File: config.mk
export PLATFORM = sky130hd
export DESIGN_NAME = park_transform
export DESIGN_NICKNAME = d
export VERILOG_FILES = /design/src/rtl/park_transform.sv
export SDC_FILE = /design/constraint.sdc
export NUM_CORES = 2
export LEC_CHECK = 0
export BUFFER_PORTS_ARGS = -buffer_cell sky130_fd_sc_hd__buf_4
export CORE_MARGIN = 3
export CORE_UTILIZATION = 65
export CTS_CLUSTER_DIAMETER = 150
export DETAILED_ROUTE_END_ITERATION = 8
export MAX_ROUTING_LAYER = met4
export PLACE_DENSITY_LB_ADDON = 0.12
export SLEW_MARGIN = 20
export SYNTH_ARGS = -nofsm -noshare
export SYNTH_HDL_FRONTEND = slang
export SYNTH_SLANG_ARGS = --single-unit
File: constraint.sdc
create_clock -name clk -period 18 [get_ports clk]
set_clock_uncertainty 0.05 [all_clocks]
set_input_delay 1.8 -clock clk [delete_from_list [all_inputs] [get_ports clk]]
set_output_delay 1.8 -clock clk [all_outputs]
set_load 0.02 [all_outputs]
File: src/rtl/park_transform.sv
// park_transform: forward Park transform (alpha/beta -> D/Q) with a single
// shared multiplier stepped through four accumulate cycles.
//   D = (alpha*cos + beta*sin) >>> Q_BITS
//   Q = (beta*cos - alpha*sin) >>> Q_BITS
// Optional build macro PARK_SAT_EN: clamp results to the D_WIDTH signed range
// and flag the clamp on sat. Without it results wrap and sat stays 0.
module park_transform #(
  parameter int D_WIDTH = 32,
  parameter int Q_BITS  = 10
) (
  input  logic               clk,
  input  logic               rstb,
  input  logic [D_WIDTH-1:0] alpha,
  input  logic [D_WIDTH-1:0] beta,
  input  logic [D_WIDTH-1:0] sin,
  input  logic [D_WIDTH-1:0] cos,
  input  logic               start,
  output logic               busy,
  output logic [D_WIDTH-1:0] d,
  output logic [D_WIDTH-1:0] q,
  output logic               done,
  output logic               sat
);

  localparam int P_W   = 2 * D_WIDTH;
  localparam int ACC_W = 2 * D_WIDTH + 1;

  localparam logic [2:0] IDLE = 3'd0;
  localparam logic [2:0] M_AC = 3'd1;
  localparam logic [2:0] M_BS = 3'd2;
  localparam logic [2:0] M_BC = 3'd3;
  localparam logic [2:0] M_AS = 3'd4;
  localparam logic [2:0] OUT  = 3'd5;

  logic [2:0]                state_q, state_d;
  logic signed [D_WIDTH-1:0] a_q, a_d, b_q, b_d, s_q, s_d, c_q, c_d;
  logic signed [ACC_W-1:0]   dacc_q, dacc_d, qacc_q, qacc_d;
  logic [D_WIDTH-1:0]        d_q, d_d, q_q, q_d;
  logic                      done_q, done_d;
  logic                      sat_q, sat_d;

  logic signed [D_WIDTH-1:0] mul_x, mul_y;
  logic signed [P_W-1:0]     mul_xe, mul_ye, prod;
  logic signed [ACC_W-1:0]   prod_ext;

  logic signed [ACC_W-1:0]   d_shift, q_shift;
  logic [D_WIDTH-1:0]        d_res, q_res;
  logic                      d_clamp, q_clamp;

  // Route the latched operand pair for the current accumulate step to the multiplier
  always_comb begin
    mul_x = a_q;
    mul_y = c_q;
    case (state_q)
      M_BS: begin
        mul_x = b_q;
        mul_y = s_q;
      end
      M_BC: begin
        mul_x = b_q;
        mul_y = c_q;
      end
      M_AS: begin
        mul_x = a_q;
        mul_y = s_q;
      end
      default: begin
        mul_x = a_q;
        mul_y = c_q;
      end
    endcase
  end

  // Full-precision signed product; the 2W-bit result cannot overflow
  assign mul_xe   = {{D_WIDTH{mul_x[D_WIDTH-1]}}, mul_x};
  assign mul_ye   = {{D_WIDTH{mul_y[D_WIDTH-1]}}, mul_y};
  assign prod     = mul_xe * mul_ye;
  assign prod_ext = {prod[P_W-1], prod};

  // Arithmetic shift floors toward -inf
  assign d_shift = dacc_q >>> Q_BITS;
  assign q_shift = qacc_q >>> Q_BITS;

`ifdef PARK_SAT_EN
  localparam logic signed [ACC_W-1:0] SAT_MAX =
    {{(ACC_W-D_WIDTH+1){1'b0}}, {(D_WIDTH-1){1'b1}}};
  localparam logic signed [ACC_W-1:0] SAT_MIN =
    {{(ACC_W-D_WIDTH+1){1'b1}}, {(D_WIDTH-1){1'b0}}};

  // Clamp each shifted result into the signed output range
  always_comb begin
    d_res   = d_shift[D_WIDTH-1:0];
    d_clamp = 1'b0;
    q_res   = q_shift[D_WIDTH-1:0];
    q_clamp = 1'b0;
    if (d_shift > SAT_MAX) begin
      d_res   = SAT_MAX[D_WIDTH-1:0];
      d_clamp = 1'b1;
    end else if (d_shift < SAT_MIN) begin
      d_res   = SAT_MIN[D_WIDTH-1:0];
      d_clamp = 1'b1;
    end
    if (q_shift > SAT_MAX) begin
      q_res   = SAT_MAX[D_WIDTH-1:0];
      q_clamp = 1'b1;
    end else if (q_shift < SAT_MIN) begin
      q_res   = SAT_MIN[D_WIDTH-1:0];
      q_clamp = 1'b1;
    end
  end
`else
  // Wrap: keep only the low D_WIDTH bits, upper bits are deliberately dropped
  logic unused_hi_bits;
  assign d_res          = d_shift[D_WIDTH-1:0];
  assign q_res          = q_shift[D_WIDTH-1:0];
  assign d_clamp        = 1'b0;
  assign q_clamp        = 1'b0;
  assign unused_hi_bits = ^{d_shift[ACC_W-1:D_WIDTH], q_shift[ACC_W-1:D_WIDTH]};
`endif

  // Sequencer: latch operands, four multiply-accumulate steps, then publish
  always_comb begin
    state_d = state_q;
    a_d     = a_q;
    b_d     = b_q;
    s_d     = s_q;
    c_d     = c_q;
    dacc_d  = dacc_q;
    qacc_d  = qacc_q;
    d_d     = d_q;
    q_d     = q_q;
    done_d  = 1'b0;
    sat_d   = 1'b0;
    case (state_q)
      IDLE: begin
        if (start) begin
          a_d     = alpha;
          b_d     = beta;
          s_d     = sin;
          c_d     = cos;
          state_d = M_AC;
        end
      end
      M_AC: begin
        dacc_d  = prod_ext;
        state_d = M_BS;
      end
      M_BS: begin
        dacc_d  = dacc_q + prod_ext;
        state_d = M_BC;
      end
      M_BC: begin
        qacc_d  = prod_ext;
        state_d = M_AS;
      end
      M_AS: begin
        qacc_d  = qacc_q - prod_ext;
        state_d = OUT;
      end
      OUT: begin
        d_d     = d_res;
        q_d     = q_res;
        done_d  = 1'b1;
        sat_d   = d_clamp | q_clamp;
        state_d = IDLE;
      end
      default: begin
        state_d = IDLE;
      end
    endcase
  end

  // State and datapath registers; reset abandons any transform in flight
  always_ff @(posedge clk or negedge rstb) begin
    if (!rstb) begin
      state_q <= IDLE;
      a_q     <= '0;
      b_q     <= '0;
      s_q     <= '0;
      c_q     <= '0;
      dacc_q  <= '0;
      qacc_q  <= '0;
      d_q     <= '0;
      q_q     <= '0;
      done_q  <= 1'b0;
      sat_q   <= 1'b0;
    end else begin
      state_q <= state_d;
      a_q     <= a_d;
      b_q     <= b_d;
      s_q     <= s_d;
      c_q     <= c_d;
      dacc_q  <= dacc_d;
      qacc_q  <= qacc_d;
      d_q     <= d_d;
      q_q     <= q_d;
      done_q  <= done_d;
      sat_q   <= sat_d;
    end
  end

  assign busy = (state_q != IDLE);
  assign d    = d_q;
  assign q    = q_q;
  assign done = done_q;
  assign sat  = sat_q;

endmodule

==> flow_summary.toml <==
[final_layout]
drive_gt1_frac = 0.118
layout_common_cells = "inv_1 (769), nand2_1 (733), fa_1 (697)"
final_common_cell = "inv_1"
nets = 5687
area_delta_synth_final_pct = 8.94
fillers = 4722

[cts]
tritoncts = "done"
cts-root-buf = "clkbuf_16"
cts_buffer_depth = 3
cts_buffers = 34
cts_resized = 0
htree_levels = 2
post_cts_buffers = 0
clk_pin_slew_ns = 0.06
holdBufCountCts = 0
clk_latency_ns = 0.58
cts.sinks = 280

[run_status]
status = "completed"

[sta]
fmax_mhz = 75.8
worstMarginPinSlew_ns = 1.10
finalSetupTns_ns = 0
slew_violations = 0
period_minus_slack_ns = 13.20
setup_viol = 0
hold_viol_final = 0
timing.slew.headroom = 0.244
holdWs_ns = 0.424
grt_setup_unrepaired = "false"
final.period_utilization = 0.733

[setup_path]
cp_max_fo = 57
crit_path_max_incr_delay_ns = 0.83
path_class = "reg2reg"
worst_path_most_repeated_cell = "fa_1"
critPathSlowestCell = "nand2b_4"
worstPathRequired_ns = 18.38
crit_path_start = "state_q[2]$_DFFE_PN0P_"
reg2reg_from = "state_q[2]$_DFFE_PN0P_"
critPathArrivalTime_ns = 13.58
cp-end-kind = "flip-flop"
crit_path_start_kind = "flip-flop"

[synth]
synth_edf_count = 0
synth_cell_types = 92
yosys_warnings = 0
yosysSeqAreaShare = 0.173
avgSynthCellArea_sq_um = 8.98
ys_seq_elements = 280
netlist_area_sq_um = 40600
postSynthCellCount = 4519
synth_nets = 5579
synth_flop_cell = "dfrtp_1"
synth_async_sr_flop_share = 1.00

[floorplan]
start_util = 0.665
fp.coreArea_sq_um = 61000
rows = 90
die_h_microns = 256
die_x_microns = 256
die_area_sq_um = 65500
ioPinCount = 198

[global_route]
grt_pass1_vias = 34000
grt_pass1_wl_microns = 188000
antenna_found_initial = 1
grt_start_max_net_pins = 100
grt.total_usage = 0.380
gr-total-overflow = 0

[placement]
dpl.hpwl_microns = 92400
io_buffer_count = 196
gp_congestion = 1.01

[route]
avgViaCountPerCell = 5.99
drc = 0
drt_iter0_drc = 3065
vias = 32800
detail-route-antenna-nets = 0
drt_pre_antenna_iters = 6
wl_per_cell_microns = 21.5
drt_wl_total_microns = 118000

[hold_path]
hold_class = "reg2reg"
worstHoldStart = "d[21]$_DFFE_PN0P_"

[run]
max_cap_viol_count = 0
==> state kept, by name, indices dropped and copies added, names as in the netlist <==
| register | count |
|---|---|
| dacc_q | 42 |
| qacc_q | 42 |
| a_q | 32 |
| b_q | 32 |
| c_q | 32 |
| d | 32 |
| q | 32 |
| s_q | 32 |
| state_q | 3 |
| done | 1 |
==> metrics by stage <==
step	setup WS [ns]	std cells	area, sq um	util
2_1_floorplan	6.81	4519	40600	-
3_3_place_gp	5.35	5419	43100	0.706
6_report	4.80	5479	44200	0.724
5_1_grt	4.28	5478	44200	0.724
4_1_cts	5.02	5476	44200	0.724
3_5_place_dp	5.11	5419	43100	0.706
==> final timing paths <==
path                            cells past startpoint                      to  slack, ns
worst max-delay path                               41  dacc_q[40]$_DFFE_PN0P_       4.80
worst min-delay path                                2       d[21]$_DFFE_PN0P_       0.42
worst max register to register                     41  dacc_q[40]$_DFFE_PN0P_       4.80
worst min register to register                      2       d[21]$_DFFE_PN0P_       0.42
max in group asynchronous                           3        q[7]$_DFFE_PN0P_      14.64
min in group asynchronous                           1       d[30]$_DFFE_PN0P_       1.19
==> synthesized netlist by cell type (13+ instances only) <==
| cell | n | share of area |
|---|---|---|
| o211ai_1 | 20 | 0.0037 |
| xor2_1 | 41 | 0.0088 |
| nand2_1 | 733 | 0.068 |
| o21ai_0 | 101 | 0.012 |
| a211oi_1 | 17 | 0.0031 |
| a31oi_1 | 15 | 0.0023 |
| clkbuf_1 | 151 | 0.014 |
| nor3_1 | 25 | 0.0031 |
| nand3_1 | 25 | 0.0031 |
| ha_1 | 232 | 0.072 |
| o22ai_1 | 15 | 0.0023 |
| buf_1 | 20 | 0.0018 |
| o21bai_1 | 14 | 0.0026 |
| inv_1 | 770 | 0.071 |
| mux2_2 | 159 | 0.044 |
| xnor2_1 | 107 | 0.023 |
| dfrtp_1 | 280 | 0.17 |
| nor2_1 | 564 | 0.052 |
| and2_1 | 17 | 0.0026 |
| mux2i_1 | 61 | 0.015 |
| fa_1 | 697 | 0.34 |
| a21oi_1 | 154 | 0.019 |
| nor2b_1 | 14 | 0.0022 |
| and3_1 | 13 | 0.0020 |
| nand2b_1 | 15 | 0.0023 |
| o21a_1 | 23 | 0.0043 |
| a21o_1 | 49 | 0.0091 |
==> per-layer routing <==
metal	global-route usage	part of all wire	up-vias
li1	-	-	14300
met1	0.498	0.39	16300
met2	0.572	0.45	1771
met3	0.0783	0.11	432
met4	0.180	0.060	0
met5	-	0	-
==> critical path, delay by kind of cell, from the launching register on <==
kind	cells	cell delay (ns)
mux	1	0.75
fa+ha+maj	10	4.40
flops	1	0.51
compound gates	16	4.05
xor+xnor	1	0.44
buf+inv	7	1.09
simple gates	6	1.67
==> cell type report <==
cell class | instances | area (sq um) | share of cell area
antenna | 3 | 7.51 | 0.000170
clock buffer | 45 | 932 | 0.0211
clock inverter | 12 | 185 | 0.00419
inverter | 777 | 2920 | 0.0660
multi-input combinational | 3277 | 30200 | 0.683
sequential | 280 | 7010 | 0.158
tap | 828 | 1040 | 0.0234
timing repair buffer | 257 | 1940 | 0.0438
==> cell families (layout without fill, tap and decap cells) <==
family / Yosys count / count (layout) / synth area share
other cells: 1 / 4 / 0.0000924
buf+inv: 962 / 1091 / 0.0897
fa+ha+maj: 935 / 935 / 0.417
flops: 280 / 280 / 0.173
simple gates: 1448 / 1448 / 0.143
mux: 220 / 220 / 0.0592
xor+xnor: 152 / 152 / 0.0335
compound gates: 521 / 521 / 0.0854
Power is not shown: default switching activity piles up to over one toggle a cycle in this logic, so the estimate is an artifact.
